**src/rtl/glcd_bus_ctrl.sv**
```systemverilog
// Graphic-LCD parallel bus controller: FIFO-buffered command/data transactions
// replayed with programmable setup/strobe/hold timing. Define GLCD_READ_EN for LCD reads.
module glcd_bus_ctrl #(
   parameter int DATA_W     = 8,
   parameter int FIFO_DEPTH = 16,
   parameter int T_SETUP    = 2,
   parameter int T_PULSE    = 4,
   parameter int T_HOLD     = 2,
   parameter int RST_CYCLES = 1000
) (
   input  logic                        clkin_sys,
   input  logic                        reset,
   input  logic                        wr_valid,
   output logic                        wr_ready,
   input  logic                        wr_dc,
   input  logic                        wr_rd,
   input  logic [DATA_W-1:0]           wr_data,
   output logic                        rd_valid,
   output logic [DATA_W-1:0]           rd_data,
   output logic                        busy,
   output logic [$clog2(FIFO_DEPTH):0] fifo_level,
   output logic                        lcd_csn,
   output logic                        lcd_d_cn,
   output logic                        lcd_wen,
   output logic                        lcd_e_rdn,
   output logic                        lcd_en,
   output logic                        lcd_rstn,
   output logic [DATA_W-1:0]           lcd_data_o,
   output logic                        lcd_data_oe,
   input  logic [DATA_W-1:0]           lcd_data_i
);
   localparam int PTR_W  = $clog2(FIFO_DEPTH);
   localparam int T_MAX  = (T_SETUP > T_PULSE) ? ((T_SETUP > T_HOLD) ? T_SETUP : T_HOLD)
                                               : ((T_PULSE > T_HOLD) ? T_PULSE : T_HOLD);
   localparam int CNT_W  = $clog2(T_MAX) + 1;
   localparam int INIT_W = $clog2(RST_CYCLES) + 1;
`ifdef GLCD_READ_EN
   localparam int ENT_W  = DATA_W + 2;
`else
   localparam int ENT_W  = DATA_W + 1;
`endif

   localparam logic [2:0] S_INIT  = 3'd0;
   localparam logic [2:0] S_IDLE  = 3'd1;
   localparam logic [2:0] S_SETUP = 3'd2;
   localparam logic [2:0] S_PULSE = 3'd3;
   localparam logic [2:0] S_HOLD  = 3'd4;

   logic [2:0]        state_q, state_d;
   logic [CNT_W-1:0]  cnt_q, cnt_d;
   logic [INIT_W-1:0] initCnt_q, initCnt_d;
   logic [ENT_W-1:0]  fifoMem_q [FIFO_DEPTH];
   logic [PTR_W-1:0]  wrPtr_q, rdPtr_q;
   logic [PTR_W:0]    count_q, count_d;
   logic [ENT_W-1:0]  pushEntry, headEntry;
   logic              push, pop;
   logic              entDc_q, entRd;
   logic [DATA_W-1:0] entData_q;
   logic              csnD, dcD, wenD, rstnD, oeD;
   logic [DATA_W-1:0] dataD;
   logic              lcdCsn_q, lcdDcn_q, lcdWen_q, lcdEn_q, lcdRstn_q, lcdOe_q;
   logic [DATA_W-1:0] lcdData_q;
   logic              wrReady_q, busy_q;

   assign push      = wr_valid && wrReady_q;
   assign pop       = (state_q == S_IDLE) && (count_q != '0);
   assign headEntry = fifoMem_q[rdPtr_q];
`ifdef GLCD_READ_EN
   assign pushEntry = {wr_rd, wr_dc, wr_data};
`else
   assign pushEntry = {wr_dc, wr_data};
`endif

   always_comb begin
      count_d = count_q;
      if (push && !pop) begin
         count_d = count_q + (PTR_W+1)'(1);
      end else if (pop && !push) begin
         count_d = count_q - (PTR_W+1)'(1);
      end
   end

   // Each timed phase reloads its counter on entry and leaves when it reaches zero.
   always_comb begin
      state_d   = state_q;
      cnt_d     = cnt_q;
      initCnt_d = initCnt_q;
      case (state_q)
         S_INIT: begin
            if (initCnt_q == INIT_W'(RST_CYCLES - 1)) begin
               state_d = S_IDLE;
            end else begin
               initCnt_d = initCnt_q + INIT_W'(1);
            end
         end
         S_IDLE: begin
            if (pop) begin
               state_d = S_SETUP;
               cnt_d   = CNT_W'(T_SETUP - 1);
            end
         end
         S_SETUP: begin
            if (cnt_q == '0) begin
               state_d = S_PULSE;
               cnt_d   = CNT_W'(T_PULSE - 1);
            end else begin
               cnt_d = cnt_q - CNT_W'(1);
            end
         end
         S_PULSE: begin
            if (cnt_q == '0) begin
               state_d = S_HOLD;
               cnt_d   = CNT_W'(T_HOLD - 1);
            end else begin
               cnt_d = cnt_q - CNT_W'(1);
            end
         end
         S_HOLD: begin
            if (cnt_q == '0) begin
               state_d = S_IDLE;
            end else begin
               cnt_d = cnt_q - CNT_W'(1);
            end
         end
         default: state_d = S_INIT;
      endcase
   end

   // Pin values follow the current state and are registered, so the bus lags the FSM by one cycle.
   always_comb begin
      csnD  = 1'b1;
      dcD   = 1'b0;
      wenD  = 1'b1;
      oeD   = 1'b0;
      dataD = '0;
      rstnD = (state_q != S_INIT);
      if (state_q == S_SETUP || state_q == S_PULSE || state_q == S_HOLD) begin
         csnD = 1'b0;
         dcD  = entDc_q;
         if (!entRd) begin
            oeD   = 1'b1;
            dataD = entData_q;
         end
         if (state_q == S_PULSE) begin
            wenD = entRd;
         end
      end
   end

   always_ff @(posedge clkin_sys) begin
      if (push) begin
         fifoMem_q[wrPtr_q] <= pushEntry;
      end
   end

   always_ff @(posedge clkin_sys or posedge reset) begin
      if (reset) begin
         state_q   <= S_INIT;
         cnt_q     <= '0;
         initCnt_q <= '0;
         wrPtr_q   <= '0;
         rdPtr_q   <= '0;
         count_q   <= '0;
         entDc_q   <= 1'b0;
         entData_q <= '0;
         lcdCsn_q  <= 1'b1;
         lcdDcn_q  <= 1'b0;
         lcdWen_q  <= 1'b1;
         lcdEn_q   <= 1'b0;
         lcdRstn_q <= 1'b0;
         lcdData_q <= '0;
         lcdOe_q   <= 1'b0;
         wrReady_q <= 1'b0;
         busy_q    <= 1'b1;
      end else begin
         state_q   <= state_d;
         cnt_q     <= cnt_d;
         initCnt_q <= initCnt_d;
         count_q   <= count_d;
         if (push) begin
            wrPtr_q <= wrPtr_q + PTR_W'(1);
         end
         if (pop) begin
            rdPtr_q   <= rdPtr_q + PTR_W'(1);
            entDc_q   <= headEntry[DATA_W];
            entData_q <= headEntry[DATA_W-1:0];
         end
         lcdCsn_q  <= csnD;
         lcdDcn_q  <= dcD;
         lcdWen_q  <= wenD;
         lcdEn_q   <= rstnD;
         lcdRstn_q <= rstnD;
         lcdData_q <= dataD;
         lcdOe_q   <= oeD;
         wrReady_q <= (state_q != S_INIT) && (count_d != (PTR_W+1)'(FIFO_DEPTH));
         busy_q    <= (state_d != S_IDLE) || (count_d != '0);
      end
   end

`ifdef GLCD_READ_EN
   logic              entRd_q, rdnD, lcdRdn_q, rdValid_q;
   logic [DATA_W-1:0] rdData_q;

   assign entRd = entRd_q;
   assign rdnD  = !((state_q == S_PULSE) && entRd_q);

   // The read strobe's rising edge marks its last low cycle: capture the bus there.
   always_ff @(posedge clkin_sys or posedge reset) begin
      if (reset) begin
         entRd_q   <= 1'b0;
         lcdRdn_q  <= 1'b1;
         rdValid_q <= 1'b0;
         rdData_q  <= '0;
      end else begin
         if (pop) begin
            entRd_q <= headEntry[ENT_W-1];
         end
         lcdRdn_q  <= rdnD;
         rdValid_q <= !lcdRdn_q && rdnD;
         if (!lcdRdn_q && rdnD) begin
            rdData_q <= lcd_data_i;
         end
      end
   end

   assign lcd_e_rdn = lcdRdn_q;
   assign rd_valid  = rdValid_q;
   assign rd_data   = rdData_q;
`else
   logic unusedInputs;

   assign entRd        = 1'b0;
   assign lcd_e_rdn    = 1'b1;
   assign rd_valid     = 1'b0;
   assign rd_data      = '0;
   assign unusedInputs = ^{wr_rd, lcd_data_i};
`endif

   assign wr_ready    = wrReady_q;
   assign busy        = busy_q;
   assign fifo_level  = count_q;
   assign lcd_csn     = lcdCsn_q;
   assign lcd_d_cn    = lcdDcn_q;
   assign lcd_wen     = lcdWen_q;
   assign lcd_en      = lcdEn_q;
   assign lcd_rstn    = lcdRstn_q;
   assign lcd_data_o  = lcdData_q;
   assign lcd_data_oe = lcdOe_q;
endmodule

```
**config.mk**
```make
export PLATFORM = sky130hd
export DESIGN_NAME = glcd_bus_ctrl
export DESIGN_NICKNAME = d
export VERILOG_FILES = /design/src/rtl/glcd_bus_ctrl.sv
export SDC_FILE = /design/constraint.sdc
export NUM_CORES = 1
export LEC_CHECK = 0
export BUFFER_PORTS_ARGS = -buffer_cell sky130_fd_sc_hd__buf_2
export CAP_MARGIN = 20
export CELL_PAD_IN_SITES_DETAIL_PLACEMENT = 1
export CELL_PAD_IN_SITES_GLOBAL_PLACEMENT = 1
export CORE_MARGIN = 2
export CORE_UTILIZATION = 51
export CTS_CLUSTER_SIZE = 30
export DETAILED_ROUTE_END_ITERATION = 8
export PLACE_DENSITY_LB_ADDON = 0.15
export SETUP_SLACK_MARGIN = 0.5
export SYNTH_ARGS = -nofsm -noshare
export SYNTH_HDL_FRONTEND = slang
export SYNTH_SLANG_ARGS = --single-unit
```
**constraint.sdc**
```tcl
create_clock -name clkin_sys -period 3.02 [get_ports clkin_sys]
set_input_delay 0.604 -clock clkin_sys [delete_from_list [all_inputs] [get_ports clkin_sys]]
set_output_delay 0.604 -clock clkin_sys [all_outputs]
set_load 0.05 [all_outputs]
```
==> flow_metrics.tcl <==
set metrics [dict create \
    numClockSinks 198 \
    cts_tree "done" \
    synth_area_um2 8070 \
    grt.total_usage_pct 21.0 \
    finClkSkew_ps 6.30 \
    grt_max_degree 40 \
    cp_top_family "simple AND/OR/NAND/NOR gates" \
    final_common_cell "edfxtp_1" \
    worstSetupEndpointType "register" \
    via_per_inst 5.59 \
    period_share_pct 80.4 \
    rsz0062_at_grt "false" \
    diodes 0 \
    crit_start "fifo_level[1]" \
    r2r_slack_ps 590 \
    maxCapViolCount 0 \
    hold_violations 0 \
    setup_viol 0 \
    multi_input_area_um2 2270 \
    root_buffer "clkbuf_16" \
    gp_congestion 0.767 \
    dr.first_iter.drc_count 311 \
    p_int_mw 4.15 \
    async_flop_share_pct 27.3 \
    finalSetupTns_ps 0 \
    postLayoutCoreUtil_pct 59.6 \
    synth-seq-area-share_pct 70.4 \
    insertion_delay_ps 440 \
    finalNetCount 556 \
    core_area_um2 15300 \
    drt-total-wl_mm 16.3 \
    drc 0 \
    cp_slowest_cell "or4b_1" \
    grt_pass1_vias 4370 \
    crit_path_start_kind "register" \
    hold_buffers 0 \
    max_stage_delay_ps 510 \
    synthMuxAreaShare_pct 12.6 \
    area.sequential_um2 5690 \
    period_minus_slack_ps 2430 \
    p_total_mw 5.38 \
    grt_first_pass_wirelength_mm 25.3 \
    pwr-share-comb_pct 4.2 \
    rr_worst_depth 9 \
    antenna_left 0 \
    seq_power_share_pct 54.8 \
    syn2layout_area_growth_pct 13.2 \
    crit_fanout 6 \
    swShare_pct 22.7 \
    portBuffers 32 \
    worst-path-buf-inv 2 \
    synth-simple-area-share_pct 8.05 \
    layout_common_cells "edfxtp_1, nand2_1, dfrtp_1, mux4_2, buf_2" \
    overflow 0 \
    wire_per_inst_um 21.9 \
    clkPwrFrac_pct 41.0 \
    synth_top_family_by_area "multiplexers" \
    r2r_start "fifo_level[1]" \
    power_density_nw_per_um2 589 \
    criticalPathCategory "reg2reg" \
    htreeDepth 4 \
    path_cells "inv_4, ha_4, nor4b_4, buf_6, o21ai_4, a2bb2oi_2, xnor2_2, or3_1, or4b_1" \
    fp-row-count 45 \
    drt_first_pass_iters 4 \
    avgSynthCellArea_um2 16.9 \
    r2r-end "busy" \
    synth_flop_cell "edfxtp_1" \
    synth_compound_area_share_pct 2.39 \
    power_switching_mw 1.22 \
    ir_drop_v 0.000453 \
    antenna_found_initial 0 \
    dieArea_um2 16800 \
    hpwl_mm 10.5 \
    required_ps 3380 \
    path_depth 9 \
    final_layout_size_suffix_gt1_share_pct 27.6 \
    yosys.area_share.xor_xnor_pct 2.28 \
    die_h_um 130 \
    hp-class "in2async" \
    clkTransAtPathRegs_ps 70 \
    synth-edff-count 144 \
    die_w_um 130 \
    status "complete, no violations" \
    yosys_warnings 0 \
    cts_buffers 17 \
    synth_cell_types 45 \
    vias 4182 \
    crit_arrival_ps 2790 \
    synthCells 478 \
    floorplan.initialDensity_pct 52.7 \
    slew_headroom_pct 43.0 \
    io_pins 52 \
    clockBufferDepth 2 \
    worstMarginPinSlew_ps 855 \
    synthAdderAreaFrac_pct 1.71 \
    fmax_mhz 412 \
    slew_violations 0 \
    ys_ff_latch 198 \
    leakagePower_nw 3.29 \
    fill_cells 1409 \
]
stage by stage:
| step | instances | worst slack, ps | hold WS (ps) | instance area, um^2 |
|---|---|---|---|---|
| after floorplan | 486 | 494 | 435 | 8130 |
| after global placement | 707 | 469 | 453 | 8460 |
| after detailed placement | 707 | 415 | 462 | 8460 |
| after CTS | 741 | 518 | 153 | 9050 |
| after global routing | 748 | 458 | 165 | 9130 |
| final | 748 | 593 | 152 | 9130 |
cell usage after synthesis (2+ instances only):
cell	n	area [um^2]
nand3_1	6	30.0
ha_1	11	138
clkbuf_1	11	41.3
mux2i_1	4	40.0
edfxtp_1	144	4320
buf_4	11	82.6
xnor2_1	15	131
o22ai_1	3	18.8
or4b_1	2	20.0
nor2b_1	13	81.3
buf_2	3	15.0
inv_1	8	30.0
nor3_1	9	45.0
xor2_1	6	52.6
and3_1	7	43.8
or2_1	2	12.5
a21oi_1	4	20.0
o21ai_1	13	65.1
and2_1	14	87.6
o21ai_0	5	25.0
mux4_2	41	923
dfstp_2	3	78.8
mux2_2	4	45.0
conb_1	2	7.51
nand2_1	47	176
nand2b_1	2	12.5
buf_1	4	15.0
nand4_1	4	25.0
dfrtp_1	51	1280
nor3b_1	3	22.5
nor2_1	12	45.0
power groups by stage:
stage          clock network (mW)  registers, mW  logic, mW
2_1_floorplan                   0           3.03      0.119
3_3_place_gp                    0           3.00      0.193
3_5_place_dp                    0           3.00      0.200
4_1_cts                      2.24           2.94      0.208
5_1_grt                      2.35           2.95      0.250
6_report                     2.20           2.95      0.227
registers in the layout, indices dropped and copies added, names as in the netlist:
register     flops
initCnt_q       11
lcd_d_cn         1
state_q          3
cnt_q            3
wr_ready         1
wrPtr_q          4
lcd_rstn         1
rdPtr_q          4
lcd_wen          1
lcd_data_o       8
busy             1
fifo_level       5
entData_q        8
lcd_csn          1
entDc_q          1
lcd_data_oe      1
fifoMem_q      144
worst register-to-register path: stages (launching register included):
cell and delay, ps:
dfrtp_2 460, inv_4 90, ha_4 120, nor4b_4 190, buf_6 170, o21ai_4 80
a2bb2oi_2 200, xnor2_2 160, or3_1 370, or4b_1 510
cell families (layout without fill, tap and decap cells):
logic type,after synthesis,after routing
flops,198,198
simple gates,125,125
mux,50,50
buf+inv,39,90
compound gates,32,32
xor+xnor,21,21
fa+ha+maj,11,11
other cells,2,10
worst max path at each step:
stage / end
2_1_floorplan: busy
3_3_place_gp: busy
3_5_place_dp: busy
4_1_cts: busy
5_1_grt: busy
6_report: busy
final cells by class:
cell class,instances,area share [%]
multi-input cells,249,24.9
repair buffers,49,3.33
clock buffers,17,4.66
clock inverters,15,1.56
inverters,9,0.425
flip-flops and latches,198,62.3
well taps,211,2.89
metal layers:
layer	part of all wire, %	vias up	track usage (%)
li1	-	1870	-
met3	4.4	29	5.45
met2	49	97	32.7
met4	2.0	0	7.53
met5	0	-	0
met1	45	2186	29.0
what timing repair did:
| action | CTS | global route |
|---|---|---|
| endpoints found under the setup margin | 1 | 1 |
| buffers inserted | 2 | 7 |
| pin swaps | 0 | 1 |
| gates resized for setup | 2 | 8 |
| hold endpoints to repair | 0 | 0 |
(Power assumes the default switching activity.)
